`src/rtl/ysyx_040066_csr_pkg.sv`:
```
// Shared constants for the machine-mode trap controller: CSR addresses,
// mcause codes, mstatus bit positions and controller state encoding.
package ysyx_040066_csr_pkg;

    localparam logic [11:0] CSR_MSTATUS  = 12'h300;
    localparam logic [11:0] CSR_MIE      = 12'h304;
    localparam logic [11:0] CSR_MTVEC    = 12'h305;
    localparam logic [11:0] CSR_MSCRATCH = 12'h340;
    localparam logic [11:0] CSR_MEPC     = 12'h341;
    localparam logic [11:0] CSR_MCAUSE   = 12'h342;
    localparam logic [11:0] CSR_MIP      = 12'h344;

    localparam logic [63:0] CAUSE_ECALL_M = 64'd11;
    localparam logic [63:0] CAUSE_MTI     = 64'h8000_0000_0000_0007;

    localparam int MSTATUS_MIE    = 3;
    localparam int MSTATUS_MPIE   = 7;
    localparam int MSTATUS_MPP_HI = 12;
    localparam int MSTATUS_MPP_LO = 11;

    localparam logic [63:0] MSTATUS_RST = 64'h1800;

    localparam logic [0:0] ST_RUN   = 1'b0;
    localparam logic [0:0] ST_REDIR = 1'b1;

endpackage

```
`src/rtl/ysyx_040066_csr_file.sv`:
```
// M-mode trap CSR storage: read mux, write masking, and trap side effects
// layered on top of a same-cycle software write.
module ysyx_040066_csr_file
    import ysyx_040066_csr_pkg::*;
#(
    parameter int XLEN     = 64,
    parameter int MTIE_BIT = 7
) (
    input  logic            clk,
    input  logic            rst,
    input  logic            timer_intr,
    input  logic            we_i,
    input  logic [11:0]     addr_i,
    input  logic [XLEN-1:0] wdata_i,
    input  logic            trap_enter_i,
    input  logic            trap_mret_i,
    input  logic [XLEN-1:0] trap_epc_i,
    input  logic [XLEN-1:0] trap_cause_i,
    output logic [XLEN-1:0] rdata_o,
    output logic            illegal_o,
    output logic            mstatus_mie_o,
    output logic            mie_mtie_o,
    output logic            mip_mtip_o,
    output logic [XLEN-1:0] mtvec_o,
    output logic [XLEN-1:0] mepc_o
);

    logic            mstatus_mie_q, mstatus_mie_d;
    logic            mstatus_mpie_q, mstatus_mpie_d;
    logic            mie_mtie_q, mie_mtie_d;
    logic            mip_mtip_q;
    logic [XLEN-1:0] mtvec_q, mtvec_d;
    logic [XLEN-1:0] mepc_q, mepc_d;
    logic [XLEN-1:0] mcause_q, mcause_d;
    logic [XLEN-1:0] mscratch_q, mscratch_d;
    logic [XLEN-1:0] mstatus_rd;

    always_comb begin
        mstatus_rd                                = XLEN'(MSTATUS_RST);
        mstatus_rd[MSTATUS_MPP_HI:MSTATUS_MPP_LO] = 2'b11;
        mstatus_rd[MSTATUS_MIE]                   = mstatus_mie_q;
        mstatus_rd[MSTATUS_MPIE]                  = mstatus_mpie_q;
    end

    always_comb begin
        rdata_o   = '0;
        illegal_o = 1'b0;
        case (addr_i)
            CSR_MSTATUS:  rdata_o = mstatus_rd;
            CSR_MIE:      rdata_o[MTIE_BIT] = mie_mtie_q;
            CSR_MTVEC:    rdata_o = mtvec_q;
            CSR_MSCRATCH: rdata_o = mscratch_q;
            CSR_MEPC:     rdata_o = mepc_q;
            CSR_MCAUSE:   rdata_o = mcause_q;
            CSR_MIP: begin
                rdata_o[MTIE_BIT] = mip_mtip_q;
                illegal_o         = 1'b1;
            end
            default:      illegal_o = 1'b1;
        endcase
    end

    // The software write is applied first; trap effects then overwrite it.
    // NOTE: blocking assignments here are deliberate so the trap block sees
    // the post-write values; a default for every _d avoids latches.
    always_comb begin
        mstatus_mie_d  = mstatus_mie_q;
        mstatus_mpie_d = mstatus_mpie_q;
        mie_mtie_d     = mie_mtie_q;
        mtvec_d        = mtvec_q;
        mepc_d         = mepc_q;
        mcause_d       = mcause_q;
        mscratch_d     = mscratch_q;
        if (we_i) begin
            case (addr_i)
                CSR_MSTATUS: begin
                    mstatus_mie_d  = wdata_i[MSTATUS_MIE];
                    mstatus_mpie_d = wdata_i[MSTATUS_MPIE];
                end
                CSR_MIE:      mie_mtie_d = wdata_i[MTIE_BIT];
                CSR_MTVEC:    mtvec_d    = {wdata_i[XLEN-1:2], 2'b00};
                CSR_MSCRATCH: mscratch_d = wdata_i;
                CSR_MEPC:     mepc_d     = {wdata_i[XLEN-1:1], 1'b0};
                CSR_MCAUSE:   mcause_d   = wdata_i;
                default: ;
            endcase
        end
        if (trap_enter_i) begin
            mepc_d         = {trap_epc_i[XLEN-1:1], 1'b0};
            mcause_d       = trap_cause_i;
            mstatus_mpie_d = mstatus_mie_d;
            mstatus_mie_d  = 1'b0;
        end else if (trap_mret_i) begin
            mstatus_mie_d  = mstatus_mpie_d;
            mstatus_mpie_d = 1'b1;
        end
    end

    // NOTE: sequential state uses non-blocking assignments only.
    always_ff @(posedge clk or negedge rst) begin
        if (!rst) begin
            mstatus_mie_q  <= MSTATUS_RST[MSTATUS_MIE];
            mstatus_mpie_q <= MSTATUS_RST[MSTATUS_MPIE];
            mie_mtie_q     <= 1'b0;
            mip_mtip_q     <= 1'b0;
            mtvec_q        <= '0;
            mepc_q         <= '0;
            mcause_q       <= '0;
            mscratch_q     <= '0;
        end else begin
            mstatus_mie_q  <= mstatus_mie_d;
            mstatus_mpie_q <= mstatus_mpie_d;
            mie_mtie_q     <= mie_mtie_d;
            mip_mtip_q     <= timer_intr;
            mtvec_q        <= mtvec_d;
            mepc_q         <= mepc_d;
            mcause_q       <= mcause_d;
            mscratch_q     <= mscratch_d;
        end
    end

    assign mstatus_mie_o = mstatus_mie_q;
    assign mie_mtie_o    = mie_mtie_q;
    assign mip_mtip_o    = mip_mtip_q;
    assign mtvec_o       = mtvec_q;
    assign mepc_o        = mepc_q;

endmodule

```
`src/rtl/ysyx_040066_trap_ctrl.sv`:
```
// Machine-mode trap controller: picks ecall / mret / timer interrupt at
// retire, flushes the pipeline and hands the new PC to fetch.
module ysyx_040066_trap_ctrl
    import ysyx_040066_csr_pkg::*;
#(
    parameter int XLEN     = 64,
    parameter int MTIE_BIT = 7
) (
    input  logic            clk,
    input  logic            rst,
    input  logic            timer_intr,
    input  logic            wb_valid,
    input  logic [XLEN-1:0] wb_pc,
    input  logic [XLEN-1:0] wb_next_pc,
    input  logic            wb_ecall,
    input  logic            wb_mret,
    input  logic            csr_we,
    input  logic [11:0]     csr_addr,
    input  logic [XLEN-1:0] csr_wdata,
    output logic [XLEN-1:0] csr_rdata,
    output logic            csr_err,
    output logic            flush,
    output logic            redirect_valid,
    output logic [XLEN-1:0] redirect_pc,
    input  logic            redirect_ready
);

    logic [0:0]      state_q, state_d;
    logic [XLEN-1:0] redirect_pc_q, redirect_pc_d;
    logic            run, retire;
    logic            ev_ecall, ev_mret, ev_irq, trap_evt;
    logic            mstatus_mie, mie_mtie, mip_mtip, csr_illegal;
    logic [XLEN-1:0] mtvec, mepc, target_pc, trap_cause;

    assign run      = (state_q == ST_RUN);
    assign retire   = run & wb_valid;
    assign ev_ecall = retire & wb_ecall;
    assign ev_mret  = retire & wb_mret & ~wb_ecall;
    assign ev_irq   = retire & ~wb_ecall & ~wb_mret & mstatus_mie & mie_mtie & mip_mtip;
    assign trap_evt = ev_ecall | ev_mret | ev_irq;

    assign target_pc  = ev_mret ? mepc : mtvec;
    assign trap_cause = ev_ecall ? XLEN'(CAUSE_ECALL_M) : XLEN'(CAUSE_MTI);
    assign csr_err    = csr_we & wb_valid & csr_illegal;

    ysyx_040066_csr_file #(
        .XLEN    (XLEN),
        .MTIE_BIT(MTIE_BIT)
    ) u_csr_file (
        .clk          (clk),
        .rst          (rst),
        .timer_intr   (timer_intr),
        .we_i         (csr_we & retire),
        .addr_i       (csr_addr),
        .wdata_i      (csr_wdata),
        .trap_enter_i (ev_ecall | ev_irq),
        .trap_mret_i  (ev_mret),
        .trap_epc_i   (ev_ecall ? wb_pc : wb_next_pc),
        .trap_cause_i (trap_cause),
        .rdata_o      (csr_rdata),
        .illegal_o    (csr_illegal),
        .mstatus_mie_o(mstatus_mie),
        .mie_mtie_o   (mie_mtie),
        .mip_mtip_o   (mip_mtip),
        .mtvec_o      (mtvec),
        .mepc_o       (mepc)
    );

    // A redirect accepted in its own trap cycle completes the handshake there.
    always_comb begin
        state_d       = state_q;
        redirect_pc_d = redirect_pc_q;
        case (state_q)
            ST_RUN: begin
                if (trap_evt) begin
                    redirect_pc_d = target_pc;
                    state_d       = redirect_ready ? ST_RUN : ST_REDIR;
                end
            end
            ST_REDIR: if (redirect_ready) state_d = ST_RUN;
            default:  state_d = ST_RUN;
        endcase
    end

    always_ff @(posedge clk or negedge rst) begin
        if (!rst) begin
            state_q       <= ST_RUN;
            redirect_pc_q <= '0;
        end else begin
            state_q       <= state_d;
            redirect_pc_q <= redirect_pc_d;
        end
    end

    assign flush          = trap_evt | (state_q == ST_REDIR);
    assign redirect_valid = flush;
    assign redirect_pc    = trap_evt ? target_pc : redirect_pc_q;

endmodule

```
`config.mk`:
```
export PLATFORM = sky130hd
export DESIGN_NAME = ysyx_040066_trap_ctrl
export DESIGN_NICKNAME = d
export VERILOG_FILES = /design/src/rtl/ysyx_040066_csr_pkg.sv /design/src/rtl/ysyx_040066_csr_file.sv /design/src/rtl/ysyx_040066_trap_ctrl.sv
export SDC_FILE = /design/constraint.sdc
export NUM_CORES = 1
export LEC_CHECK = 0
export BUFFER_PORTS_ARGS = -buffer_cell sky130_fd_sc_hd__buf_2
export CAP_MARGIN = 20
export CORE_ASPECT_RATIO = 0.8
export CORE_MARGIN = 5
export CORE_UTILIZATION = 60
export DETAILED_ROUTE_END_ITERATION = 12
export PLACE_DENSITY_LB_ADDON = 0.12
export SLEW_MARGIN = 5
export SYNTH_ARGS = -nofsm -noshare
export SYNTH_HDL_FRONTEND = slang
export SYNTH_SLANG_ARGS = --single-unit
```
`constraint.sdc`:
```
create_clock -name clk -period 6.5 [get_ports clk]
set_clock_uncertainty 0.2 [all_clocks]
set_input_delay 0.65 -clock clk [delete_from_list [all_inputs] [get_ports clk]]
set_output_delay 0.65 -clock clk [all_outputs]
set_load 0.05 [all_outputs]
```
Yosys cells after proc, flatten, opt, wreduce, memory -nomap -nowiden
Index checks and enable logic that the tools add are counted.
{"block": "word_totals", "regBits": 323, "input_bits": 212, "elab_cells": 70}
{"block": "classes", "n_eq_ne": 7, "mux": 25, "bitwise_logic": 19, "reduce_logical": 9}
{"cell": "$mux 64", "n": 10}
{"cell": "$pmux 56 s5", "n": 1}
{"cell": "$eq 12x10->1 const B", "n": 7}
{"cell": "$pmux 7 s5", "n": 1}
{"cell": "$and 1x1->1", "n": 12}
{"cell": "$mux 1", "n": 11}
{"cell": "$reduce_and 2->1", "n": 5}
{"cell": "$pmux 1 s7", "n": 1}
{"cell": "$reduce_bool 2->1", "n": 3}
{"cell": "$reduce_or 6->1", "n": 1}
{"cell": "$or 1x1->1", "n": 4}
{"cell": "$not 1->1", "n": 3}
{"cell": "$pmux 1 s2", "n": 1}

Depth between registers and ports, before layout
Gate-level depths: netlist (run 1).
{"block": "depth", "depth_word": 10, "mapped_depth": 7}

Modules after synthesis
From an unflattened synthesis (run 1), not the netlist that was laid out.
{"block": "unflattened", "hier_cells": 1512, "area_unflattened_um2": 18136.1}
{"module": "ysyx_040066_csr_file", "n_inst": 1, "cells_each": 1147, "area_each_um2": 12758.5, "seq_area_each_um2": 6431.2}
{"module": "ysyx_040066_trap_ctrl", "n_inst": 1, "cells_each": 365, "area_each_um2": 5377.7, "seq_area_each_um2": 1626.6}

Worst setup path before layout (run 1)
No wires, ideal clock.
{"block": "synth_path", "path_type": "input to output", "startpoint": "input port csr_addr[11]", "endpoint": "output port csr_rdata[15]", "t_arrival_ns": 3.145, "setup_slack_ns": 2.505, "path_stages": 6, "n_path_buf": 3, "cell_sequence": "or4b_1 > buf_6 > or3_4 > buf_6 > buf_2 > o21ai_0"}
{"block": "synth_between", "elab_chain_len": 2, "elab_cells_between_ends": 6}
{"item": "start, declared", "line": "ysyx_040066_trap_ctrl.sv:18", "source": "input logic [11:0] csr_addr,"}
{"item": "$eq 12x10->1", "line": "ysyx_040066_csr_file.sv:48", "source": "case (addr_i)"}
{"item": "$pmux 56 s5 *", "line": "ysyx_040066_csr_file.sv:48"}
{"item": "end, declared", "line": "ysyx_040066_trap_ctrl.sv:20", "source": "output logic [XLEN-1:0] csr_rdata,"}
Every way passes the cells marked *; elsewhere a longest branch is shown, timed or not.

Worst setup path in the final report (run 1)
{"block": "layout_path", "startpoint": "register state_q", "endpoint": "output port redirect_pc[48]"}
{"block": "layout_between", "elab_chain_len": 9, "elab_cells_between_ends": 14}
{"item": "start, declared", "line": "ysyx_040066_trap_ctrl.sv:28", "source": "logic [0:0] state_q, state_d;"}
{"item": "start signal, assigned", "line": "ysyx_040066_trap_ctrl.sv:90", "source": "state_q <= state_d;"}
{"item": "$not 1->1 *"}
{"item": "$and 1x1->1 *", "line": "ysyx_040066_trap_ctrl.sv:36", "source": "assign retire = run & wb_valid;"}
{"item": "$and 1x1->1 (5 in series)", "line": "ysyx_040066_trap_ctrl.sv:39", "source": "assign ev_irq = retire & ~wb_ecall & ~wb_mret & mstatus_mie & mie_mtie & mip_mtip;"}
{"item": "$or 1x1->1", "line": "ysyx_040066_trap_ctrl.sv:40", "source": "assign trap_evt = ev_ecall | ev_mret | ev_irq;"}
{"item": "$mux 64 *"}
{"item": "end, declared", "line": "ysyx_040066_trap_ctrl.sv:24", "source": "output logic [XLEN-1:0] redirect_pc,"}
Marks and branches as above.

==> qor.csv, run 1 <==
metric;value;unit
result_of_the_run;finished, final reports clean;
cts-resized-gates;0;
grt_remaining_overflow;0;
cell_area_after_synthesis;16500;um2
critPathMaxFanout;64;
yosysUniqueCellTypes;48;
grt_setup_unrepaired;no;
tritoncts;built;
gpl.final_weighted_congestion;0.848;
power.total;0.00524;W
floorplan.core_area;27200;um2
nets_in_the_synthesized_netlist;1984;
layout.cells.most_common_list;nand2_1 (367), buf_2 (337), dfrtp_1 (322);
muxShareOfSynthArea;12.6;%
post_synth_xor_area_fraction;0;%
routedWlPerCell;22.5;um
synth_enable_flop_cells;0;
syn2layout_area_growth;17.9;%
total_leakage_power;9.37;nW
floorplan.die.width;196;um
cap_viol_max_count;0;
cts-buffers-inserted;34;
synth_top_flop_cell;dfrtp_1;
critical_path_launch_point_type;flop;
synthCells;1772;
synth_sequential_area_ratio;48.7;%
post_synth_and_or_nand_nor_area_fraction;15.7;%
detail_route.wirelength;54000;um
first_global_vias;15430;
grt_max_degree;171;
critical_path_class;reg2out;
post_route_cells_drive_above_1_share;27.2;%
hold_viol_final;0;
start_util;60.8;%
timing.max_slew.rel_slack;24.7;%
post_cts.repair.setup_buffers;0;
port_buffers;340;
timing.final.crit_period;4.37;ns
worst_pin_slew;1.13;ns
vdd.ir_drop.worst;0.185;mV
grt_first_pass_wirelength;83700;um
holdBufCountCts;1;
synthAdderAreaFrac;0;%
route.detailed.vias_per_inst;6.50;
maxClockFrequency;229;MHz
cts_sinks;322;
layout.nets;2226;
worst-endpoint-arrival;3.52;ns
detail-route-antenna-nets;0;
drc;0;
final-max-slew-violation-count;0;
layout.cells.most_common;nand2_1;
fillers;2086;
vias;15603;
chip_height;159;um
drt_first_iter_violations;1465;
postPlaceCellArea;18300;um2
ys_warn_count;0;
cts.clk_slew.worst_paths;0.07;ns
total_die_area;31000;um2
clock_latency;0.51;ns
timing.hold.worst.class;in2reg;
synth_top_family_by_area;compound AO/OA/AOI/OAI gates;
hpwlAfterDp;32500;um
std_cell_rows;54;
synth-async-reset-ratio;100;%
global_route_usage_over_all_layers;33.8;%
design_area;19500;um2
synth.avg_cell_area;9.34;um2
layout_setup_ws;2.13;ns
grt_antenna_before_repair;5;
worst_ep_required_time;5.65;ns
max-clock-path-buffers;3;
synth_compound_area_share;18.3;%
setup_total_negative_slack;0;ns
htree_num_levels;2;
power_per_cell_area;269;nW/um2
ys_ff_latch;322;
timing.critical_path.to_type;output pin;
clockRootBuffer;clkbuf_16;
diode_count;0;
drt_pre_antenna_iters;6;
dp_slack;2.11;ns
finalCritPeriodShare;67.2;%
report.final.setup_viol;0;
boundaryPins;343;
## metrics by stage
stage          hold slack, ns  util [%]  instances
3_3_place_gp            0.277      67.2       2340
6_report               0.0554      71.7       2402
3_5_place_dp            0.293      67.2       2340
2_1_floorplan           0.154         -       1772
4_1_cts                0.0405      71.6       2401
5_1_grt                0.0413      71.7       2402
## state kept, by name, indices dropped and copies added (netlist names)
register / count
redirect_pc_q: 64
u_csr_file.mcause_q: 64
u_csr_file.mscratch_q: 64
u_csr_file.mepc_o: 63
u_csr_file.mtvec_o: 62
state_q: 1
u_csr_file.mie_mtie_o: 1
u_csr_file.mip_mtip_o: 1
u_csr_file.mstatus_mie_o: 1
u_csr_file.mstatus_mpie_q: 1
## worst max-delay path, stage by stage (launching register included)
cell and delay (ns):
dfrtp_1 0.46, nor2b_1 0.53, o21a_4 0.79, buf_4 0.52, nand2_1 0.13, a31oi_1 0.23, buf_2 0.31
## cells in the mapped netlist (7+ instances only)
cell	number	area [um2]
nand2_1	370	1390
dfrtp_1	322	8060
a31oi_1	189	1180
mux2_2	109	1230
clkbuf_1	105	394
nand3_1	101	505
o21ai_0	94	470
nor2_1	89	334
a21oi_1	81	405
mux2i_1	65	651
a32oi_1	63	552
buf_2	37	185
o211ai_1	33	248
mux2_1	18	203
buf_6	11	124
a22oi_1	10	75.1
buf_1	10	37.5
nor2b_1	7	43.8
## layer usage
metal | wire length [um] | share of wire, % | track usage (%)
met5 | 60 | 0.11 | 0
met4 | 1760 | 3.3 | 12.1
met3 | 5310 | 9.8 | 7.49
met2 | 25600 | 47 | 56.0
met1 | 21200 | 39 | 44.6
## cell families (layout without fill, tap and decap cells)
group	count (synthesis)	after routing
compound gates	481	481
simple gates	606	606
mux	192	192
buf+inv	171	437
flops	322	322
## power breakdown
part | internal [W] | switching (W)
logic | 0.000268 | 0.000673
registers | 0.00216 | 0.0000981
clock network | 0.00125 | 0.000801
total | 0.00367 | 0.00157
## worst paths after layout
path / from / end / slack [ns] / depth (start not counted)
max: state_q$_DFF_PN0_ / redirect_pc[48] / 2.13 / 6
min: timer_intr / u_csr_file.mip_mtip_o$_DFF_PN0_ / 0.06 / 1
max reg2reg: state_q$_DFF_PN0_ / u_csr_file.mcause_q[33]$_DFFE_PN0P_ / 3.50 / 5
min reg2reg: u_csr_file.mscratch_q[16]$_DFFE_PN0P_ / u_csr_file.mscratch_q[16]$_DFFE_PN0P_ / 0.30 / 1
max in group asynchronous: rst / redirect_pc_q[6]$_DFFE_PN0N_ / 4.12 / 3
min in group asynchronous: rst / redirect_pc_q[14]$_DFFE_PN0N_ / 0.52 / 2
## final cells by class
type	instances	area (um2)	area share, %
multi-input combinational	1279	7780	39.9
clock inverter	7	110	0.564
timing repair buffer	372	2020	10.3
sequential	322	8060	41.3
clock buffer	53	1070	5.46
inverter	5	18.8	0.0962
tap	364	455	2.33
Note: power is estimated with default switching activity, not from simulation.
==> inputs of run 2 (changes only) <==
- CORE_UTILIZATION: 60 -> 56
- clock period: 6.5 -> 4.45 ns (I/O delays scaled with it)
==> run 2 against run 1 <==
Against the previous run:
- die area grew 6.7%
- cell count rose by 3.0%
- clock-buffer cell count shrank 4
- critical endpoint is now redirect_pc[19]
- largest cell class unchanged
==> qor.csv, run 2 (synthesis gave the netlist of run 1 again) <==
metric;value;unit;change
result_of_the_run;finished, final reports clean;;unchanged
timing.final.crit_period;3.85;ns;
cts_sinks;322;;unchanged
critPathMaxFanout;34;;was 64
vias;15612;;about the same
timing.critical_path.slowest_stage_cell;nor2b_1;;was o21a_4
start_util;56.6;%;was 60.8%
vdd.ir_drop.worst;0.260;mV;was 0.185 mV
dp_slack;0.680;ns;was 2.11 ns
clock_power_share;38.1;%;was 39.1%
std_cell_rows;56;;was 54
crit_path_cell_trace;nor2b_1 -> o21a_4 -> buf_4 -> nand2_1 -> a31oi_1 -> buf_2;;unchanged
logic_gate_share_of_total_power;18.9;%;was 18.0%
layout.cells.most_common_list;nand2_1 (367), buf_2 (337), dfrtp_1 (322);;unchanged
fillers;2370;;was 2086
total_die_area;33100;um2;was 31000 um2
timing.hold.worst.class;in2reg;;unchanged
worst-endpoint-arrival;3.20;ns;was 3.52 ns
total_leakage_power;9.61;nW;was 9.37 nW
grt_setup_unrepaired;no;;unchanged
switching_share;30.3;%;was 30.0%
critical_path_launch_point_type;flop;;unchanged
grt_max_degree;128;;was 171
top_usage_layer;met2;;unchanged
grt.met3_usage;6.73;%;was 7.49%
cap_viol_max_count;0;;unchanged
boundaryPins;343;;unchanged
floorplan.core_area;29200;um2;was 27200 um2
worst_path_largest_cell_delay;0.56;ns;was 0.79 ns
layout.cells.most_common;nand2_1;;unchanged
layout.nets;2282;;was 2226
htree_num_levels;2;;unchanged
grt_remaining_overflow;0;;unchanged
holdBufCountCts;47;;was 1
multi_input_area;7790;um2;was 7780 um2
drc;0;;unchanged
clockRootBuffer;clkbuf_16;;unchanged
hold_viol_final;0;;unchanged
worst_pin_slew;1.03;ns;was 1.13 ns
post_cts.repair.setup_buffers;0;;unchanged
drt_first_iter_violations;1318;;was 1465
final-max-slew-violation-count;0;;unchanged
timing.max_slew.rel_slack;31.4;%;was 24.7%
cts.clk_slew.worst_paths;0.06;ns;was 0.07 ns
tritoncts;built;;unchanged
chip_height;164;um;was 159 um
route.detailed.vias_per_inst;6.31;;was 6.50
power_per_cell_area;381;nW/um2;was 269 nW/um2
setup_total_negative_slack;0;ns;unchanged
p_int;0.00533;W;was 0.00367 W
hpwlAfterDp;33500;um;was 32500 um
worst_ep_required_time;3.81;ns;was 5.65 ns
seqPwrFrac;43.0;%;about the same
port_buffers;340;;unchanged
netSwitchingPower;0.00232;W;was 0.00157 W
critical_path.n_buffers_inverters;2;;unchanged
grt_first_pass_wirelength;85300;um;was 83700 um
maxClockFrequency;260;MHz;
clock_latency;0.50;ns;was 0.51 ns
met2_usage;52.8;%;was 56.0%
grt.met1_usage;43.5;%;was 44.6%
max-clock-path-buffers;3;;unchanged
gpl.final_weighted_congestion;0.824;;was 0.848
final_core_util;68.7;%;was 71.7%
global_route_usage_over_all_layers;32.2;%;was 33.8%
cp_top_family;compound AO/OA/AOI/OAI gates;;unchanged
cts-buffers-inserted;35;;was 34
sequential_cell_area;8060;um2;unchanged
postPlaceCellArea;18500;um2;was 18300 um2
detail_route.wirelength;54700;um;was 54000 um
routedWlPerCell;22.1;um;was 22.5 um
design_area;20100;um2;was 19500 um2
biggestRegsByFlops;redirect_pc_q (64), u_csr_file.mcause_q (64), u_csr_file.mscratch_q (64);;unchanged
layout_setup_ws;0.604;ns;was 2.13 ns
critical_path_class;reg2out;;unchanged
report.final.setup_viol;0;;unchanged
timing.critical_path.to_type;output pin;;unchanged
detail-route-antenna-nets;0;;unchanged
floorplan.die.width;202;um;was 196 um
syn2layout_area_growth;21.4;%;was 17.9%
grt_antenna_before_repair;5;;unchanged
post_route_cells_drive_above_1_share;27.1;%;was 27.2%
first_global_vias;15574;;was 15.4k
finalCritPeriodShare;86.4;%;
cts-resized-gates;0;;unchanged
drt_pre_antenna_iters;5;;was 6
run 2: per-stage QoR:
step	power (W)	std cells	hold WS, ns
final	0.00765	2475	0.0122
after global routing	0.00796	2475	0.00551
after CTS	0.00768	2472	0.000230
after detailed placement	0.00472	2363	0.290
after global placement	0.00469	2363	0.277
after floorplan	0.00421	1772	-0.0506
run 2: power groups by stage:
stage | sequential, W | combinational (W) | clock, W
3_3_place_gp | 0.00333 | 0.00136 | 0
6_report | 0.00329 | 0.00145 | 0.00291
4_1_cts | 0.00329 | 0.00144 | 0.00295
2_1_floorplan | 0.00329 | 0.000924 | 0
3_5_place_dp | 0.00334 | 0.00138 | 0
5_1_grt | 0.00331 | 0.00156 | 0.00309
run 2: worst paths after layout:
check	depth (start not counted)	start	slack [ns]	to
worst max-delay path	6	state_q$_DFF_PN0_	0.60	redirect_pc[19]
worst min-delay path	3	wb_next_pc[46]	0.01	u_csr_file.mepc_o[46]$_DFFE_PN0P_
worst max register to register	6	state_q$_DFF_PN0_	1.16	u_csr_file.mepc_o[45]$_DFFE_PN0P_
worst min register to register	1	redirect_pc_q[0]$_DFFE_PN0N_	0.30	redirect_pc_q[0]$_DFFE_PN0N_
max in group asynchronous	3	rst	2.48	u_csr_file.mepc_o[50]$_DFFE_PN0P_
min in group asynchronous	2	rst	0.48	redirect_pc_q[15]$_DFFE_PN0N_
run 2: layout make-up:
cell class                 count  area share, %
timing repair buffer         427           12.9
inverter                       5         0.0934
antenna                        3         0.0374
multi-input combinational   1279           38.8
clock buffer                  49           5.13
clock inverter                13          0.586
sequential                   322           40.1
tap                          377           2.35
run 2: worst register-to-register path: stages (launching register included):
cell and delay [ns]:
dfrtp_1 0.47, nor2b_1 0.56, nand2_2 0.63, buf_4 0.49, nand2_1 0.15, a32oi_1 0.11, dlygate4sd3_1 0.57
run 2: layer usage:
metal	vias up	wire length, um
li1	7028	-
met1	7690	22500
met2	768	25700
met3	122	4900
met4	4	1590
met5	-	27
